## config.mk

```make
export PLATFORM = sky130hd
export DESIGN_NAME = poly_mult_seq
export DESIGN_NICKNAME = d
export VERILOG_FILES = /design/src/rtl/poly_mult_seq.sv
export SDC_FILE = /design/constraint.sdc
export NUM_CORES = 1
export LEC_CHECK = 0
export CORE_UTILIZATION = 42
export DETAILED_ROUTE_END_ITERATION = 16
export GPL_ROUTABILITY_DRIVEN = 1
export PLACE_DENSITY = 0.89
export SYNTH_ARGS = -nofsm -noshare
export SYNTH_HDL_FRONTEND = slang
export SYNTH_SLANG_ARGS = --single-unit
```

## constraint.sdc

```tcl
create_clock -name clk_i -period 2.3 [get_ports clk_i]
set_clock_uncertainty 0.15 [all_clocks]
set_input_delay 0.46 -clock clk_i [delete_from_list [all_inputs] [get_ports clk_i]]
set_output_delay 0.46 -clock clk_i [all_outputs]
set_load 0.05 [all_outputs]
```

## src/rtl/poly_mult_seq.sv

```systemverilog
// Sequencer for the sparse poly_mult core: loads position and vector RAMs from two
// streams, kicks the core, waits under a watchdog, then streams the result RAM out.
module poly_mult_seq #(
  parameter int WEIGHT     = 66,
  parameter int LOGW       = 16,
  parameter int LOG_WEIGHT = 7,
  parameter int RAMWIDTH   = 32,
  parameter int VEC_WORDS  = 553,
  parameter int RES_WORDS  = 553,
  parameter int ADDR_WIDTH = 11,
  parameter int TIMEOUT    = 2000000
) (
  input  logic                  clk_i,
  input  logic                  rst_i,
  input  logic                  cmd_start_i,
  input  logic                  cmd_abort_i,
  input  logic                  pos_valid_i,
  output logic                  pos_ready_o,
  input  logic [LOGW-1:0]       pos_data_i,
  input  logic                  vec_valid_i,
  output logic                  vec_ready_o,
  input  logic [RAMWIDTH-1:0]   vec_data_i,
  output logic                  res_valid_o,
  input  logic                  res_ready_i,
  output logic [RAMWIDTH-1:0]   res_data_o,
  output logic                  res_last_o,
  output logic                  busy_o,
  output logic                  done_o,
  output logic                  timeout_err_o,
  output logic                  pos_wr_en_o,
  output logic [LOG_WEIGHT-1:0] pos_addr_o,
  output logic [LOGW-1:0]       pos_wdata_o,
  output logic                  vec_wr_en_o,
  output logic [ADDR_WIDTH-1:0] vec_addr_o,
  output logic [RAMWIDTH-1:0]   vec_wdata_o,
  output logic                  core_start_o,
  input  logic                  core_valid_i,
  output logic                  core_rd_dout_o,
  output logic [ADDR_WIDTH-1:0] core_addr_result_o,
  input  logic [RAMWIDTH-1:0]   core_dout_i
);

  localparam int CW  = (ADDR_WIDTH > LOG_WEIGHT) ? ADDR_WIDTH : LOG_WEIGHT;
  localparam int WDW = $clog2(TIMEOUT + 1);
  localparam logic [CW-1:0]  POS_LAST = CW'(WEIGHT - 1);
  localparam logic [CW-1:0]  VEC_LAST = CW'(VEC_WORDS - 1);
  localparam logic [CW-1:0]  RES_LAST = CW'(RES_WORDS - 1);
  localparam logic [WDW-1:0] WD_LOAD  = WDW'(TIMEOUT - 1);

  typedef enum logic [3:0] {
    S_IDLE, S_LOAD_POS, S_LOAD_VEC, S_START, S_COMPUTE,
    S_RD_ISSUE, S_RD_WAIT, S_RD_HOLD, S_DONE
  } state_t;

  state_t                state_q;
  logic [CW-1:0]         cnt_q;
  logic [CW-1:0]         cnt_inc;
  logic [WDW-1:0]        wd_q;
  logic                  pos_ready_q, vec_ready_q, res_valid_q, res_last_q;
  logic                  busy_q, done_q, timeout_err_q;
  logic                  pos_wr_en_q, vec_wr_en_q, core_start_q, core_rd_dout_q;
  logic [LOG_WEIGHT-1:0] pos_addr_q;
  logic [LOGW-1:0]       pos_wdata_q;
  logic [ADDR_WIDTH-1:0] vec_addr_q, core_addr_q;
  logic [RAMWIDTH-1:0]   vec_wdata_q, res_data_q;

  assign cnt_inc = cnt_q + 1'b1;

  always_ff @(posedge clk_i) begin
    if (rst_i) begin
      state_q        <= S_IDLE;
      cnt_q          <= '0;
      wd_q           <= '0;
      pos_ready_q    <= 1'b0;
      vec_ready_q    <= 1'b0;
      res_valid_q    <= 1'b0;
      res_last_q     <= 1'b0;
      busy_q         <= 1'b0;
      done_q         <= 1'b0;
      timeout_err_q  <= 1'b0;
      pos_wr_en_q    <= 1'b0;
      vec_wr_en_q    <= 1'b0;
      core_start_q   <= 1'b0;
      core_rd_dout_q <= 1'b0;
      pos_addr_q     <= '0;
      pos_wdata_q    <= '0;
      vec_addr_q     <= '0;
      vec_wdata_q    <= '0;
      core_addr_q    <= '0;
      res_data_q     <= '0;
    end else begin
      pos_wr_en_q    <= 1'b0;
      vec_wr_en_q    <= 1'b0;
      core_start_q   <= 1'b0;
      core_rd_dout_q <= 1'b0;
      done_q         <= 1'b0;
      if (cmd_abort_i) begin
        // a beat handshaking in the abort cycle is dropped, not written
        state_q     <= S_IDLE;
        pos_ready_q <= 1'b0;
        vec_ready_q <= 1'b0;
        res_valid_q <= 1'b0;
        res_last_q  <= 1'b0;
        busy_q      <= 1'b0;
      end else begin
        case (state_q)
          S_IDLE: if (cmd_start_i) begin
            state_q       <= S_LOAD_POS;
            cnt_q         <= '0;
            timeout_err_q <= 1'b0;
            busy_q        <= 1'b1;
            pos_ready_q   <= 1'b1;
          end
          S_LOAD_POS: if (pos_valid_i && pos_ready_q) begin
            pos_wr_en_q <= 1'b1;
            pos_addr_q  <= cnt_q[LOG_WEIGHT-1:0];
            pos_wdata_q <= pos_data_i;
            if (cnt_q == POS_LAST) begin
              cnt_q       <= '0;
              pos_ready_q <= 1'b0;
              vec_ready_q <= 1'b1;
              state_q     <= S_LOAD_VEC;
            end else begin
              cnt_q <= cnt_inc;
            end
          end
          S_LOAD_VEC: if (vec_valid_i && vec_ready_q) begin
            vec_wr_en_q <= 1'b1;
            vec_addr_q  <= cnt_q[ADDR_WIDTH-1:0];
            vec_wdata_q <= vec_data_i;
            if (cnt_q == VEC_LAST) begin
              cnt_q       <= '0;
              vec_ready_q <= 1'b0;
              state_q     <= S_START;
            end else begin
              cnt_q <= cnt_inc;
            end
          end
          S_START: begin
            core_start_q <= 1'b1;
            wd_q         <= WD_LOAD;
            state_q      <= S_COMPUTE;
          end
          S_COMPUTE: begin
            if (core_valid_i) begin
              cnt_q          <= '0;
              core_rd_dout_q <= 1'b1;
              core_addr_q    <= '0;
              state_q        <= S_RD_ISSUE;
            end else if (wd_q == '0) begin
              timeout_err_q <= 1'b1;
              busy_q        <= 1'b0;
              state_q       <= S_IDLE;
            end else begin
              wd_q <= wd_q - 1'b1;
            end
          end
          S_RD_ISSUE: state_q <= S_RD_WAIT;
          S_RD_WAIT: begin
            res_data_q  <= core_dout_i;
            res_valid_q <= 1'b1;
            res_last_q  <= (cnt_q == RES_LAST);
            state_q     <= S_RD_HOLD;
          end
          S_RD_HOLD: if (res_ready_i) begin
            res_valid_q <= 1'b0;
            res_last_q  <= 1'b0;
            if (cnt_q == RES_LAST) begin
              done_q  <= 1'b1;
              state_q <= S_DONE;
            end else begin
              cnt_q          <= cnt_inc;
              core_addr_q    <= cnt_inc[ADDR_WIDTH-1:0];
              core_rd_dout_q <= 1'b1;
              state_q        <= S_RD_ISSUE;
            end
          end
          S_DONE: begin
            busy_q  <= 1'b0;
            state_q <= S_IDLE;
          end
          default: begin
            busy_q  <= 1'b0;
            state_q <= S_IDLE;
          end
        endcase
      end
    end
  end

  assign pos_ready_o        = pos_ready_q;
  assign vec_ready_o        = vec_ready_q;
  assign res_valid_o        = res_valid_q;
  assign res_data_o         = res_data_q;
  assign res_last_o         = res_last_q;
  assign busy_o             = busy_q;
  assign done_o             = done_q;
  assign timeout_err_o      = timeout_err_q;
  assign pos_wr_en_o        = pos_wr_en_q;
  assign pos_addr_o         = pos_addr_q;
  assign pos_wdata_o        = pos_wdata_q;
  assign vec_wr_en_o        = vec_wr_en_q;
  assign vec_addr_o         = vec_addr_q;
  assign vec_wdata_o        = vec_wdata_q;
  assign core_start_o       = core_start_q;
  assign core_rd_dout_o     = core_rd_dout_q;
  assign core_addr_result_o = core_addr_q;

endmodule

```

Word level (Yosys, flattened, before mapping)
Cells that the tools add are included.
{"block": "word_totals", "reg_bits": 156, "in_bits": 88, "out_inout_bits": 120, "elab_cells": 127}
{"block": "op_classes", "n_addsub": 2, "n_eq_ne": 21, "muxes": 50, "n_bitwise": 6, "reduce_logical": 28}
{"op": "11-bit two-way mux", "n": 8}
{"op": "11-bit case mux with 5 select lines", "n": 1}
{"op": "21-bit two-way mux", "n": 2}
{"op": "21-bit case mux with 2 select lines", "n": 1}
{"op": "4-bit two-way mux", "n": 9}
{"op": "4-bit case mux with 8 select lines", "n": 1}
{"op": "2-bit inequality test, second input constant", "n": 11}
{"op": "11-bit case mux with 2 select lines", "n": 1}
{"op": "21-bit logical NOT", "n": 1}
{"op": "21-bit by 1-bit subtractor with 21-bit output, second input constant", "n": 1}
{"op": "1-bit two-way mux", "n": 20}
{"op": "4-bit by 3-bit equality test with 1-bit output, second input constant", "n": 4}
{"op": "5-bit AND reduction", "n": 3}
{"op": "1-bit case mux with 2 select lines", "n": 6}
{"op": "4-bit AND reduction", "n": 3}
{"op": "2-bit nonzero test", "n": 6}
{"op": "11-bit by 1-bit adder with 11-bit output, second input constant", "n": 1}
{"op": "11-bit by 10-bit equality test with 1-bit output, second input constant", "n": 1}
{"op": "11-bit by 7-bit equality test with 1-bit output, second input constant", "n": 1}
{"op": "4-bit by 2-bit equality test with 1-bit output, second input constant", "n": 2}
{"op": "8-bit AND reduction", "n": 1}
{"op": "7-bit AND reduction", "n": 1}
{"op": "1-bit inverter", "n": 6}
{"op": "3-bit AND reduction", "n": 2}
{"op": "other kinds (11)", "n": 14}

Depth between registers and ports, before layout
{"block": "depth", "word_depth": 4, "depth_mapped": 10, "mapped_depth_nobuf": 7}

Worst setup path after synthesis
No wires, ideal clock.
{"block": "synth_timing", "kind": "flip-flop to flip-flop", "from": "reg wd_q[4]", "to": "reg wd_q[1]", "setup_time_ns": 0.088, "t_arrival_ns": 2.255, "required_time_ns": 2.062, "setup_slack_ns": -0.193, "stages_incl_launch_ff": 8, "n_path_buf": 3, "synth_period_minus_slack_ns": 2.493, "cell_sequence": "dfxtp_1 -> or4_1 -> buf_2 -> or4_4 -> o31a_1 -> buf_6 -> buf_6 -> a311oi_2"}
{"block": "synth_via", "elab_chain_cells": 3}
{"item": "start: declaration", "line_no": "58", "rtl": "logic [WDW-1:0] wd_q;"}
{"item": "start signal: assignment", "line_no": "155", "rtl": "wd_q <= wd_q - 1'b1;"}
{"item": "21-bit logical NOT", "line_no": "150", "rtl": "end else if (wd_q == '0) begin"}
{"item": "2-bit inequality test (no source line)"}
{"item": "4-bit AND reduction (no source line)"}
No other way between the ends.
A chain may end at the register's enable or synchronous reset.

Worst setup path in the final report
{"block": "layout_timing", "from": "reg wd_q[7]", "to": "reg wd_q[8]"}
{"block": "layout_via", "elab_chain_cells": 4, "word_cells_on_any_way": 7, "cone_classes": "add/sub: 1; eq/ne: 1; mux: 3; reduce/logical: 2"}
{"item": "21-bit by 1-bit subtractor with 21-bit output", "line_no": "155"}
{"item": "21-bit two-way mux", "line_no": "150"}
{"item": "21-bit two-way mux", "line_no": "145", "rtl": "if (core_valid_i) begin"}
{"item": "21-bit case mux with 2 select lines", "line_no": "106", "rtl": "case (state_q)"}
Several ways; a longest one is shown, not always the timed one. The select of a mux whose other input is x is not followed.

==> results.json <==
{
  "status": "complete, but fails checks",
  "violations": "negative setup slack",
  "start_kind": "flop",
  "port_buffers": 207,
  "drcViolationCount": 0,
  "drt_iter0_drc": 530,
  "hold_violations": 0,
  "grt_pass1_wl_mm": 31.4,
  "avgSynthCellArea_um2": 7.89,
  "hold_depth": 2,
  "ys_seq_elements": 156,
  "whs_ns": 0.247,
  "setup_ws_ns": -0.195,
  "seq_area_frac_synth_pct": 49.4,
  "grt_max_degree": 54,
  "ir_worst_vdd_uv": 539,
  "ys_types": 56,
  "drtAntennaViolNets": 0,
  "vias": 6551,
  "ys.warnings.count": 0,
  "r2r_slack_ns": -0.20,
  "synth_flop_cell": "dfxtp_1",
  "multi_input_area_um2": 3090,
  "grt_pass1_vias": 6373,
  "path_clk_slew_ns": 0.06,
  "regArea_um2": 3130,
  "syn_nets": 895,
  "syn_area_um2": 6320,
  "worstSetupPathType": "flop to flop",
  "fin_crit_ns": 2.50,
  "grt_usage_pct": 24.9,
  "die_h_um": 125,
  "insertion_delay_ns": 0.42,
  "core.rowCount": 44,
  "totalWireLength_mm": 19.4,
  "fin_nets": 1136,
  "cp.arrival_ns": 2.63,
  "antenna_found_initial": 0,
  "cts_made_buffers": 17,
  "timing.hold.worst.class": "primary input to flop",
  "critPathCaptureType": "flop",
  "setup_viol": 26,
  "fin_crit_sh_pct": 108,
  "design_area_um2": 9830,
  "powerDensity_nw_per_um2": 617,
  "p_leak_uw": 0.00343,
  "hold_end": "core_addr_result_o[1]$_SDFFE_PP0P_",
  "rsz0062_at_grt": "yes",
  "dp.final_hpwl_mm": 13.2,
  "r2r_start": "wd_q[7]$_SDFFE_PP0P_",
  "place_inst": 1200,
  "num-fill-cells": 1149,
  "die_area_um2": 15600,
  "yosys.area.top_type": "dfxtp_1",
  "cts_tree": "built",
  "dp_slack_ns": -0.421,
  "maxCapViolations": 0,
  "final_cell_count_no_fill": 1239,
  "crit_fanout": 14,
  "place.gp.congestion": 0.931,
  "viasPerCell": 5.29,
  "htreeDepth": 4,
  "netlist_instances": 802,
  "hold_start": "rst_i",
  "cts.sinks": 156,
  "fmaxAchievable_ghz": 0.401,
  "r2r_cells": 7,
  "overflow": 0,
  "cts_buffer_depth": 2,
  "wl_per_cell_um": 15.6,
  "area_growth_pct": 55.4,
  "cts_root_buf": "clkbuf_16",
  "diodes": 0,
  "relSlewSlack_pct": 61.0,
  "r2r_end": "wd_q[8]$_SDFFE_PP0P_",
  "drive_gt1_share_pct": 13.6,
  "coreArea_um2": 14600,
  "die_w_um": 125,
  "start_util_pct": 43.4,
  "worstMarginPinSlew_ns": 0.585,
  "synth_top_area_share_pct": 49.4,
  "synthTopCellsByArea": "dfxtp_1, nand2_1, a21oi_1, clkbuf_1, nor2_1",
  "drt-pass1-iter-count": 5,
  "async_flop_share_pct": 0,
  "placed_cell_area_um2": 8970,
  "io_pins": 208,
  "maxSlewViolCount": 0,
  "crit_required_ns": 2.43,
  "synth_edf_count": 0
}
## area by class of cell
class                           instances  area share (%)
Timing Repair Buffer                  280            27.6
Sequential cell                       156            31.8
Multi-Input combinational cell        578            31.5
Tap cell                              184            2.34
Inverter                               10           0.382
Clock buffer                           19            4.51
Clock inverter                         12            1.90
## routing by layer
metal / track usage (%) / share of wire, %
met5: 0 / 0
met4: 7.80 / 1.9
met3: 7.52 / 7.9
met2: 42.2 / 50
met1: 30.1 / 40
## cells in the mapped netlist, types with 4 or more instances
master    count
dfxtp_1     156
a21oi_1     123
clkbuf_1     51
o21ai_0      22
nor4_1        8
a31oi_1       4
nand3_1      17
a22oi_1       9
nand4_1      10
nor3_1       16
ha_1          5
xnor2_1       4
nor2_1       40
nor2b_1       4
nand2_1     225
xor2_1       14
o31ai_1       6
inv_1         9
and3_1        6
nand2b_1      7
and2_1        5
or3_1         9
## worst max-delay path by stage
stage / startpoint / endpoint / slack [ns] / cells past startpoint
floorplan: wd_q[7]$_SDFFE_PP0P_ / wd_q[1]$_SDFFE_PP0P_ / -0.13 / 7
global placement: core_valid_i / wd_q[13]$_SDFFE_PP0P_ / -0.39 / 7
detailed placement: core_valid_i / wd_q[13]$_SDFFE_PP0P_ / -0.42 / 7
CTS: wd_q[7]$_SDFFE_PP0P_ / wd_q[8]$_SDFFE_PP0P_ / -0.16 / 7
global route: wd_q[7]$_SDFFE_PP0P_ / wd_q[8]$_SDFFE_PP0P_ / -0.24 / 7
finish: wd_q[7]$_SDFFE_PP0P_ / wd_q[8]$_SDFFE_PP0P_ / -0.20 / 7
## logic make-up after synthesis
kind of cell / count (synthesis) / synth area share (%)
mux: 1 / 0.158
flops: 156 / 49.4
compound gates: 189 / 17.1
simple gates: 365 / 25.5
buf+inv: 68 / 4.39
fa+ha+maj: 5 / 0.989
xor+xnor: 18 / 2.49
## layout by cell type (no fill, tap or decap), drive strengths merged, types with 5 or more instances in the layout
cell type and n:
inv 12, buf 74, xor2 14, a21oi 123, o31ai 6, clkbuf 19, nand2b 7, dfxtp 156
nand2 225, nand4 10, nor3 16, nor2 40, and2 5, a22oi 10, o21ai 23, ha 5
clkdlybuf4s50 204, nor4 8, nand3 17, or3 9, and3 6
## worst max-delay path, cell delays in order, from the launching register on
cell and delay (ns):
dfxtp_2 0.32, or4_4 0.54, or4_4 0.43, o31a_1 0.32
buf_6 0.16, and2_4 0.19, a32oi_2 0.20, nor2_1 0.05
## stage by stage
stage | TNS [ns] | utilization (%) | power [uW]
CTS | -2.44 | 66.4 | 6090
detailed placement | -11.01 | 61.5 | 3090
global route | -4.55 | 67.3 | 6250
floorplan | -1.64 | - | 2880
finish | -3.02 | 67.3 | 6060
global placement | -9.01 | 61.5 | 3090
## repair_timing
| action | CTS | global route |
|---|---|---|
| gates resized for setup | 14 | 29 |
| setup buffers | 5 | 3 |
| pin swaps | 5 | 9 |
| endpoints found under the setup margin | 33 | 36 |
| hold buffers | 0 | 0 |
| gates cloned | 0 | 0 |
## power breakdown
part / internal, uW / switching [uW] / total, uW
Clock: 1860 / 1150 / 3000
Sequential: 2710 / 4.42 / 2710
Combinational: 194 / 155 / 349
Total: 4760 / 1300 / 6060
## sequential cells by signal (all words and copies together), names as in the netlist
| signal | cells |
|---|---|
| timeout_err_o | 1 |
| cnt_q | 11 |
| core_addr_result_o | 11 |
| vec_wdata_o | 32 |
| busy_o | 1 |
| core_start_o | 1 |
| pos_ready_o | 1 |
| pos_wdata_o | 16 |
| vec_addr_o | 11 |
| vec_wr_en_o | 1 |
| res_valid_o | 1 |
| res_data_o | 32 |
| core_rd_dout_o | 1 |
| wd_q | 21 |
| done_o | 1 |
| res_last_o | 1 |
| pos_wr_en_o | 1 |
| vec_ready_o | 1 |
| pos_addr_o | 7 |
| state_q | 4 |
Power figures use the tool's default switching activity.
